## src/rtl/lsu_ctrl_pkg.sv

```systemverilog
// Shared types and encodings for the load/store unit: funct3 access codes,
// controller states and access sizes.
package lsu_ctrl_pkg;

    localparam logic [2:0] FUNCT3_MEM_B = 3'b000;
    localparam logic [2:0] FUNCT3_MEM_H = 3'b001;
    localparam logic [2:0] FUNCT3_MEM_W = 3'b010;
    localparam logic [2:0] FUNCT3_LBU   = 3'b100;
    localparam logic [2:0] FUNCT3_LHU   = 3'b101;

    localparam logic [6:0] OP_LW = 7'b0000011;
    localparam logic [6:0] OP_SW = 7'b0100011;

    typedef enum logic [1:0] {
        ST_IDLE,
        ST_REQ,
        ST_RESP
    } lsu_state_t;

    typedef enum logic [1:0] {
        SZ_BYTE,
        SZ_HALF,
        SZ_WORD
    } lsu_size_t;

    function automatic lsu_size_t f3_size(input logic [2:0] f3);
        case (f3[1:0])
            2'b00:   return SZ_BYTE;
            2'b01:   return SZ_HALF;
            default: return SZ_WORD;
        endcase
    endfunction

    // Unsigned variants exist only for loads; 011/111/110 are never legal.
    function automatic logic f3_illegal(input logic [2:0] f3, input logic is_store);
        return (f3[1:0] == 2'b11) || (f3 == 3'b110) || (is_store && f3[2]);
    endfunction

endpackage

```

## src/rtl/lsu_align.sv

```systemverilog
// Combinational lane logic: byte enables and store-data replication on the way
// out, lane select plus sign/zero extension on the way back.
module lsu_align
    import lsu_ctrl_pkg::*;
(
    input  logic [2:0]  i_funct3,
    input  logic [1:0]  i_lane,
    input  logic [31:0] i_wdata,
    input  logic [31:0] i_rdata,
    output logic [3:0]  o_be,
    output logic [31:0] o_wdata,
    output logic [31:0] o_rdata,
    output logic        o_misaligned
);

    lsu_size_t   w_size;
    logic        w_sext;
    logic [31:0] w_shifted;

    always_comb begin
        w_size       = f3_size(i_funct3);
        w_sext       = ~i_funct3[2];
        w_shifted    = i_rdata >> {i_lane, 3'b000};
        o_be         = 4'b1111;
        o_wdata      = i_wdata;
        o_rdata      = w_shifted;
        o_misaligned = 1'b0;
        case (w_size)
            SZ_BYTE: begin
                o_be    = 4'b0001 << i_lane;
                o_wdata = {4{i_wdata[7:0]}};
                o_rdata = {{24{w_sext & w_shifted[7]}}, w_shifted[7:0]};
            end
            SZ_HALF: begin
                o_be         = 4'b0011 << i_lane;
                o_wdata      = {2{i_wdata[15:0]}};
                o_rdata      = {{16{w_sext & w_shifted[15]}}, w_shifted[15:0]};
                o_misaligned = i_lane[0];
            end
            default: begin
                o_misaligned = |i_lane;
            end
        endcase
    end

endmodule

```

## src/rtl/lsu_ctrl.sv

```systemverilog
// Load/store controller: single-outstanding req/ack transaction on the data bus,
// with misalignment, illegal-funct3 and timeout faults reported alongside done.
module lsu_ctrl
    import lsu_ctrl_pkg::*;
#(
    parameter int unsigned TIMEOUT_CYCLES = 255,
    parameter int unsigned ADDR_W         = 32
) (
    input  logic              clk,
    input  logic              reset,
    input  logic              start,
    input  logic              is_store,
    input  logic [2:0]        funct3,
    input  logic [31:0]       addr,
    input  logic [31:0]       wdata,
    output logic              busy,
    output logic              done,
    output logic [31:0]       rdata,
    output logic              misaligned,
    output logic              bus_error,
    output logic              mem_req,
    output logic              mem_we,
    output logic [ADDR_W-1:0] mem_addr,
    output logic [3:0]        mem_be,
    output logic [31:0]       mem_wdata,
    input  logic              mem_ack,
    input  logic [31:0]       mem_rdata
);

    localparam int unsigned CNT_W = (TIMEOUT_CYCLES < 2) ? 1 : $clog2(TIMEOUT_CYCLES);
    localparam logic [CNT_W-1:0] CNT_LAST =
        CNT_W'((TIMEOUT_CYCLES == 0) ? 0 : TIMEOUT_CYCLES - 1);

    lsu_state_t        r_state;
    logic [CNT_W-1:0]  r_cnt;
    logic [2:0]        r_funct3;
    logic [1:0]        r_lane;
    logic              r_is_store;
    logic              r_busy, r_done, r_mis, r_berr, r_req, r_we;
    logic [31:0]       r_rdata, r_wdata;
    logic [ADDR_W-1:0] r_addr;
    logic [3:0]        r_be;

    logic [2:0]        w_funct3;
    logic [1:0]        w_lane;
    logic [3:0]        w_be;
    logic [31:0]       w_wdata, w_rdata;
    logic              w_mis;

    // One align instance: live inputs while issuing, latched ones while waiting for ack.
    assign w_funct3 = (r_state == ST_IDLE) ? funct3     : r_funct3;
    assign w_lane   = (r_state == ST_IDLE) ? addr[1:0]  : r_lane;

    lsu_align u_align (
        .i_funct3     (w_funct3),
        .i_lane       (w_lane),
        .i_wdata      (wdata),
        .i_rdata      (mem_rdata),
        .o_be         (w_be),
        .o_wdata      (w_wdata),
        .o_rdata      (w_rdata),
        .o_misaligned (w_mis)
    );

    always_ff @(posedge clk) begin
        if (reset) begin
            r_state    <= ST_IDLE;
            r_cnt      <= '0;
            r_funct3   <= '0;
            r_lane     <= '0;
            r_is_store <= 1'b0;
            r_busy     <= 1'b0;
            r_done     <= 1'b0;
            r_mis      <= 1'b0;
            r_berr     <= 1'b0;
            r_req      <= 1'b0;
            r_we       <= 1'b0;
            r_rdata    <= '0;
            r_wdata    <= '0;
            r_addr     <= '0;
            r_be       <= '0;
        end else begin
            r_done <= 1'b0;
            r_mis  <= 1'b0;
            r_berr <= 1'b0;
            case (r_state)
                ST_IDLE: begin
                    if (start) begin
                        r_funct3   <= funct3;
                        r_lane     <= addr[1:0];
                        r_is_store <= is_store;
                        r_cnt      <= '0;
                        r_busy     <= 1'b1;
                        if (f3_illegal(funct3, is_store)) begin
                            r_state <= ST_RESP;
                            r_done  <= 1'b1;
                            r_berr  <= 1'b1;
                            r_rdata <= '0;
                        end else if (w_mis) begin
                            r_state <= ST_RESP;
                            r_done  <= 1'b1;
                            r_mis   <= 1'b1;
                            r_rdata <= '0;
                        end else begin
                            r_state <= ST_REQ;
                            r_req   <= 1'b1;
                            r_we    <= is_store;
                            r_addr  <= {addr[ADDR_W-1:2], 2'b00};
                            r_be    <= w_be;
                            r_wdata <= w_wdata;
                        end
                    end
                end
                ST_REQ: begin
                    if (mem_ack) begin
                        r_state <= ST_RESP;
                        r_req   <= 1'b0;
                        r_we    <= 1'b0;
                        r_done  <= 1'b1;
                        r_rdata <= r_is_store ? '0 : w_rdata;
                    end else if (TIMEOUT_CYCLES != 0 && r_cnt == CNT_LAST) begin
                        r_state <= ST_RESP;
                        r_req   <= 1'b0;
                        r_we    <= 1'b0;
                        r_done  <= 1'b1;
                        r_berr  <= 1'b1;
                        r_rdata <= '0;
                    end else begin
                        r_cnt <= r_cnt + 1'b1;
                    end
                end
                ST_RESP: begin
                    r_state <= ST_IDLE;
                    r_busy  <= 1'b0;
                end
                default: r_state <= ST_IDLE;
            endcase
        end
    end

    assign busy       = r_busy;
    assign done       = r_done;
    assign rdata      = r_rdata;
    assign misaligned = r_mis;
    assign bus_error  = r_berr;
    assign mem_req    = r_req;
    assign mem_we     = r_we;
    assign mem_addr   = r_addr;
    assign mem_be     = r_be;
    assign mem_wdata  = r_wdata;

endmodule

```

## config.mk

```make
export PLATFORM = sky130hd
export DESIGN_NAME = lsu_ctrl
export DESIGN_NICKNAME = d
export VERILOG_FILES = /design/src/rtl/lsu_ctrl_pkg.sv /design/src/rtl/lsu_align.sv /design/src/rtl/lsu_ctrl.sv
export SDC_FILE = /design/constraint.sdc
export NUM_CORES = 1
export LEC_CHECK = 0
export CAP_MARGIN = 20
export CORE_MARGIN = 2
export CORE_UTILIZATION = 25
export CTS_CLUSTER_DIAMETER = 40
export DETAILED_ROUTE_END_ITERATION = 8
export PLACE_DENSITY_LB_ADDON = 0.25
export SLEW_MARGIN = 20
export SYNTH_ARGS = -nofsm -noshare
export SYNTH_HDL_FRONTEND = slang
export SYNTH_SLANG_ARGS = --single-unit
```

## constraint.sdc

```tcl
create_clock -name clk -period 7.5 [get_ports clk]
set_input_delay 2.25 -clock clk [delete_from_list [all_inputs] [get_ports clk]]
set_output_delay 2.25 -clock clk [all_outputs]
set_load 0.005 [all_outputs]
```

==> results of run 1 <==
==> where the power goes <==
part	internal, mW	switching [mW]	total (mW)
registers	0.673	0.0215	0.695
logic	0.183	0.199	0.382
clock network	0.602	0.294	0.895
==> logic make-up after synthesis <==
family	synth area share, %
compound gates	20.3
xor+xnor	1.14
fa+ha+maj	0.466
buf+inv	5.66
flops	44.7
mux	8.74
other cells	0.0698
simple gates	18.9
==> flip-flops by register name, indices dropped and copies added, names as in the netlist <==
register    count
mem_we          1
mem_addr       30
misaligned      1
mem_wdata      32
r_lane          2
rdata          32
done            1
bus_error       1
mem_be          4
busy            1
mem_req         1
r_cnt           8
r_funct3        3
r_is_store      1
r_state         2
==> path summary, 6_finish.rpt <==
check	endpoint	slack, ns	cells past startpoint
setup / recovery	mem_be[2]	2.67	7
hold / removal	mem_addr[26]	0.45	2
setup reg to reg	rdata[20]	4.23	7
hold reg to reg	mem_addr[26]	0.45	2
==> cell type report <==
cell class	count	share of cell area (%)
multi-input combinational	458	32.8
inverter	5	0.227
clock buffer	21	5.58
clock inverter	9	2.09
sequential	120	29.1
timing repair buffer	215	26.0
tap	275	4.17
==> metrics by stage <==
step	hold slack, ns	util [%]	setup slack [ns]	total power [mW]	instances
3_3_place_gp	0.442	36.1	2.34	1.09	1072
6_report	0.452	39.3	2.67	1.97	1103
4_1_cts	0.455	39.1	2.71	1.99	1102
5_1_grt	0.468	39.3	2.55	2.07	1103
2_1_floorplan	0.432	-	3.57	0.912	638
3_5_place_dp	0.446	36.1	2.27	1.09	1072
==> cell usage in the layout, fill, tap and decap left out, types with 3 or more instances in the layout <==
| master | Yosys | layout |
|---|---|---|
| a211oi_1 | 10 | 10 |
| nor2_1 | 50 | 50 |
| nand3_1 | 10 | 10 |
| nand2_1 | 148 | 148 |
| o21ai_0 | 13 | 13 |
| dfxtp_1 | 120 | 120 |
| xor2_1 | 5 | 5 |
| clkdlybuf4s50_1 | 0 | 206 |
| bufinv_16 | 0 | 5 |
| clkbuf_16 | 0 | 18 |
| clkinv_2 | 0 | 3 |
| nor3_1 | 8 | 7 |
| nand4_1 | 4 | 4 |
| a21oi_1 | 69 | 69 |
| nor2b_1 | 3 | 3 |
| nand2b_1 | 3 | 3 |
| buf_4 | 5 | 8 |
| mux2_2 | 3 | 3 |
| a22oi_1 | 3 | 3 |
| mux2i_4 | 0 | 3 |
| inv_1 | 5 | 5 |
| a311oi_1 | 8 | 8 |
| a32oi_1 | 7 | 7 |
| o211ai_1 | 15 | 15 |
| a32o_1 | 8 | 8 |
| a22o_1 | 15 | 15 |
| mux2i_1 | 42 | 39 |
==> per-layer routing <==
metal  global-route usage (%)  up-vias  routed length (um)
li1                         -     2603                   -
met1                     22.2     2431                8430
met2                     25.0      164                8600
met3                     4.18       14                1280
met4                     4.48        0                 212
met5                        0        -                   0
==> tightest hold or removal path: stages, from the launching register on <==
cell	delay, ns
dfxtp_1	0.30
nand2_1	0.05
a21oi_1	0.05
==> impl_metrics.yaml, run 1 <==
run_status:
  status: "finished, final reports clean"
floorplanning:
  top_level_ports: 210
  fp-row-count: 53
  die_width_um: 151
  core_area_um2: 21000
  fp.dieH_um: 151
  die-area_um2: 22700
  start_util_pct: 25.5
placed_design:
  hpwl_um: 12800
  routabilityCongestion: 0.752
  io_buffer_count: 207
  place_area_um2: 7590
global_routing:
  grt_pass1_wl_um: 27900
  antenna_found_initial: 0
  grt_pass1_vias: 4876
  grt_use_total_pct: 16.1
  grt-ovfl-total: 0
  grt_max_degree: 92
worst_setup_path:
  crit_family: "simple AND/OR/NAND/NOR gates"
  crit_chain: "clkdlybuf4s50_1 -> or4_4 -> o31ai_1 -> o21ai_1 -> or3_2 -> nor4_1 -> nor3_1"
  critPathSlowestCell: "or3_2"
  cp.required_ns: 7.75
  crit_fanout: 52
  cp_data_arrival_time_ns: 5.08
  cp-end-kind: "flop"
  start_kind: "input port"
  startpoint: "funct3[0]"
  worstReg2RegStart: "r_state[1]"
  critical_path_class: "input port to flop"
  max_stage_delay_ns: 0.92
  path_buf_inv: 1
timing:
  min_period_ns: 4.83
  fin_worst_skew_ns: 0.00938
  final-hold-violation-count: 0
  worst_pin_slew_ns: 1.06
  fmax_mhz: 207
  slew_viol_final: 0
  grt_setup_unrepaired: "no"
  min_period_over_period_pct: 64.4
  max_slew_margin_pct: 29.4
  setup_viol: 0
  fin_tns_setup_ns: 0
synth:
  avgSynthCellArea_um2: 8.43
  async_flop_share_pct: 0
  synthCells: 637
  yosysMostFrequentCell: "nand2_1"
  yosys.cell_types.count: 53
  yosysTopAreaCell: "dfxtp_1"
  ys_seq_area_share_pct: 44.7
  yosysWarnings: 0
  synthesis.area_um2: 5370
  synthTopCellsByArea: "dfxtp_1 (45%), nand2_1 (10%), mux2i_1 (7.8%)"
  yosys_most_used_dff: "dfxtp_1"
  synth-seq-cells: 120
  synth_top_area_share_pct: 44.7
  synth_common_cells: "nand2_1 (148), dfxtp_1 (120), a21oi_1 (69)"
  synth_edf_count: 0
run:
  cap_viol_max_count: 0
pwr:
  leakage_nw: 3.04
  peakVddDrop_v: 0.000159
  power_density_nw_per_um2: 239
clock_network:
  clkTransAtPathRegs_ns: 0.05
  cts_hold_buf: 0
  clock_path_buffers: 2
  ctsRootBufferMaster: "clkbuf_16"
  htree_levels: 4
  post_cts_buffers: 0
  cts_made_buffers: 17
  cts.sinks: 120
  post_cts_resize_count: 0
  clock_latency_ns: 0.41
  cts_tree: "built"
route:
  firstDrtPassIters: 4
  drtAntennaViolNets: 0
  drcViolationCount: 0
  viasPerCell: 4.73
  route.vias.total: 5212
  routed_wl_um: 18500
  wire_per_inst_um: 16.8
  drtIter0Drc: 182
finish:
  multiInputGateArea_um2: 2710
  area_delta_synth_final_pct: 53.8
  diodes: 0
  stdcell_area_um2: 8260
  nFillCells: 2106
  nets: 923
  register_area_um2: 2400
  layout-drive-gt1-share_pct: 6.40
hold_path:
  hold_class: "flop to flop"
  hp-start: "mem_addr[26]"
(Power assumes the default switching activity.)
==> run 2: changes to the inputs <==
clock period = 4.2 ns   (was 7.5 ns; I/O delays follow)
==> run 2 against run 1 <==
Core utilization is 0.12 points lower; global-route usage is 0.60 points higher; sequential cell count unchanged; clock-buffer cell count rose by 3; clock power increased by 60%; combinational power is 81% higher; first-iteration DRC count increased by 18%; sequential share of layout area up 0.093 points; critical path depth up 1; non-clock buffer count is 5 higher; clock skew is 0.013 ns higher; design area fell by 0.32%.
==> impl_metrics.yaml, run 2 (synthesis gave the netlist of run 1 again) <==
route:
  viasPerCell: 4.68
  routed_wl_um: 18900
  drtIter0Drc: 214
  wire_per_inst_um: 17.0
  firstDrtPassIters: 4
  drcViolationCount: 0
  drtAntennaViolNets: 0
  route.vias.total: 5202
floorplanning:
  die_width_um: 151
  die-area_um2: 22700
  start_util_pct: 25.5
  top_level_ports: 210
  core_area_um2: 21000
  fp.dieH_um: 151
  fp-row-count: 53
pwr:
  total_power_mw: 3.36
  leakage_nw: 3.03
  power_density_nw_per_um2: 409
  peakVddDrop_v: 0.000289
placed_design:
  dp.cells: 1078
  io_buffer_count: 207
  hpwl_um: 13300
  routabilityCongestion: 0.796
clock_network:
  clkTransAtPathRegs_ns: 0.06
  ctsRootBufferMaster: "clkbuf_16"
  cts_hold_buf: 0
  cts_tree: "built"
  post_cts_buffers: 0
  post_cts_resize_count: 0
  htree_levels: 4
  clock_latency_ns: 0.43
  clock_path_buffers: 2
  cts.sinks: 120
  cts_made_buffers: 17
run_status:
  status: "finished, final reports clean"
timing:
  final-hold-violation-count: 0
  fin_worst_skew_ns: 0.0226
  setup_viol: 0
  min_period_over_period_pct: 79.6
  min_period_ns: 3.34
  fmax_mhz: 299
  fin_tns_setup_ns: 0
  grt_setup_unrepaired: "no"
  hold_slack_ns: 0.452
  max_slew_margin_pct: 52.3
  slew_viol_final: 0
  worst_pin_slew_ns: 0.715
hold_path:
  hold_depth: 2
  hp-start: "mem_addr[20]"
  whs_endpoint: "mem_addr[20]"
  hold_class: "flop to flop"
run:
  cap_viol_max_count: 0
global_routing:
  top_usage_layer: "met2"
  grt_use_total_pct: 16.7
  grt_max_degree: 83
  grt_pass1_vias: 4993
  antenna_found_initial: 1
  use_met1_pct: 22.9
  grt-ovfl-total: 0
  grt_use_met3_pct: 5.03
  grt_util_met2_pct: 25.3
  grt_pass1_wl_um: 28800
worst_setup_path:
  cp.required_ns: 4.47
  worstRegToRegCells: 7
  worstReg2RegStart: "r_state[1]"
  start_kind: "input port"
  critical_path_class: "input port to flop"
  reg2reg_slack_ns: 1.27
  r2r-end: "rdata[21]"
  crit_fanout: 45
  cp_data_arrival_time_ns: 3.61
  cp-end-kind: "flop"
finish:
  layout-drive-gt1-share_pct: 6.83
  final_core_util_pct: 39.1
  finalNonFillerCells: 1111
  register_area_um2: 2400
  multiInputGateArea_um2: 2700
  nets: 928
  final_common_cell: "clkdlybuf4s50_1"
  layout_common_cells: "clkdlybuf4s50_1 (206), nand2_1 (148), dfxtp_1 (120)"
  area_delta_synth_final_pct: 53.3
  nFillCells: 2159
[run 2: cell types whose count changed in the layout (fill, tap and decap cells not counted), sizes merged]
cell,change
buf,+6
bufinv,-3
clkbuf,+2
clkinv,+2
diode,+1
[run 2: critical path: stages]
cell and delay [ns]:
clkdlybuf4s50_1 0.50, or4_4 0.53, o31ai_1 0.11, o21ai_1 0.18, or3_2 0.61, buf_12 0.23
nand2_1 0.09, a21oi_1 0.06
[run 2: final cells by class]
| cell class | instances | share of cell area, % |
|---|---|---|
| clock inverters | 8 | 1.17 |
| multi-input cells | 458 | 32.8 |
| flip-flops and latches | 120 | 29.2 |
| repair buffers | 220 | 26.6 |
| clock buffers | 24 | 5.73 |
| well taps | 275 | 4.18 |
| inverters | 5 | 0.228 |
| diodes | 1 | 0.0304 |
[run 2: power by group]
part	leakage [nW]	switching [mW]	internal, mW	total [mW]
clock	0.278	0.529	0.900	1.43
combinational	1.78	0.359	0.332	0.691
sequential	0.975	0.0388	1.20	1.24
total	3.03	0.928	2.43	3.36
[run 2: through the flow]
| stage | area [um2] | setup WS, ns |
|---|---|---|
| finish | 8230 | 0.856 |
| global route | 8230 | 0.765 |
| CTS | 8230 | 0.870 |
| detailed placement | 7660 | 0.414 |
| global placement | 7660 | 0.500 |
| floorplan | 5370 | 1.26 |
[run 2: worst max path at each step]
stage	from	to	slack, ns	cells past startpoint
5_1_grt	funct3[0]	mem_addr[23]	0.77	8
3_3_place_gp	funct3[0]	mem_addr[18]	0.50	8
2_1_floorplan	funct3[0]	mem_be[0]	1.26	8
4_1_cts	funct3[0]	mem_addr[4]	0.87	8
3_5_place_dp	funct3[0]	mem_addr[4]	0.41	8
6_report	funct3[0]	mem_addr[13]	0.86	8
[run 2: routing by layer]
metal | wire, um | up-vias
li1 | - | 2612
met1 | 8880 | 2416
met2 | 8490 | 162
met3 | 1360 | 12
met4 | 210 | 0
met5 | 0 | -
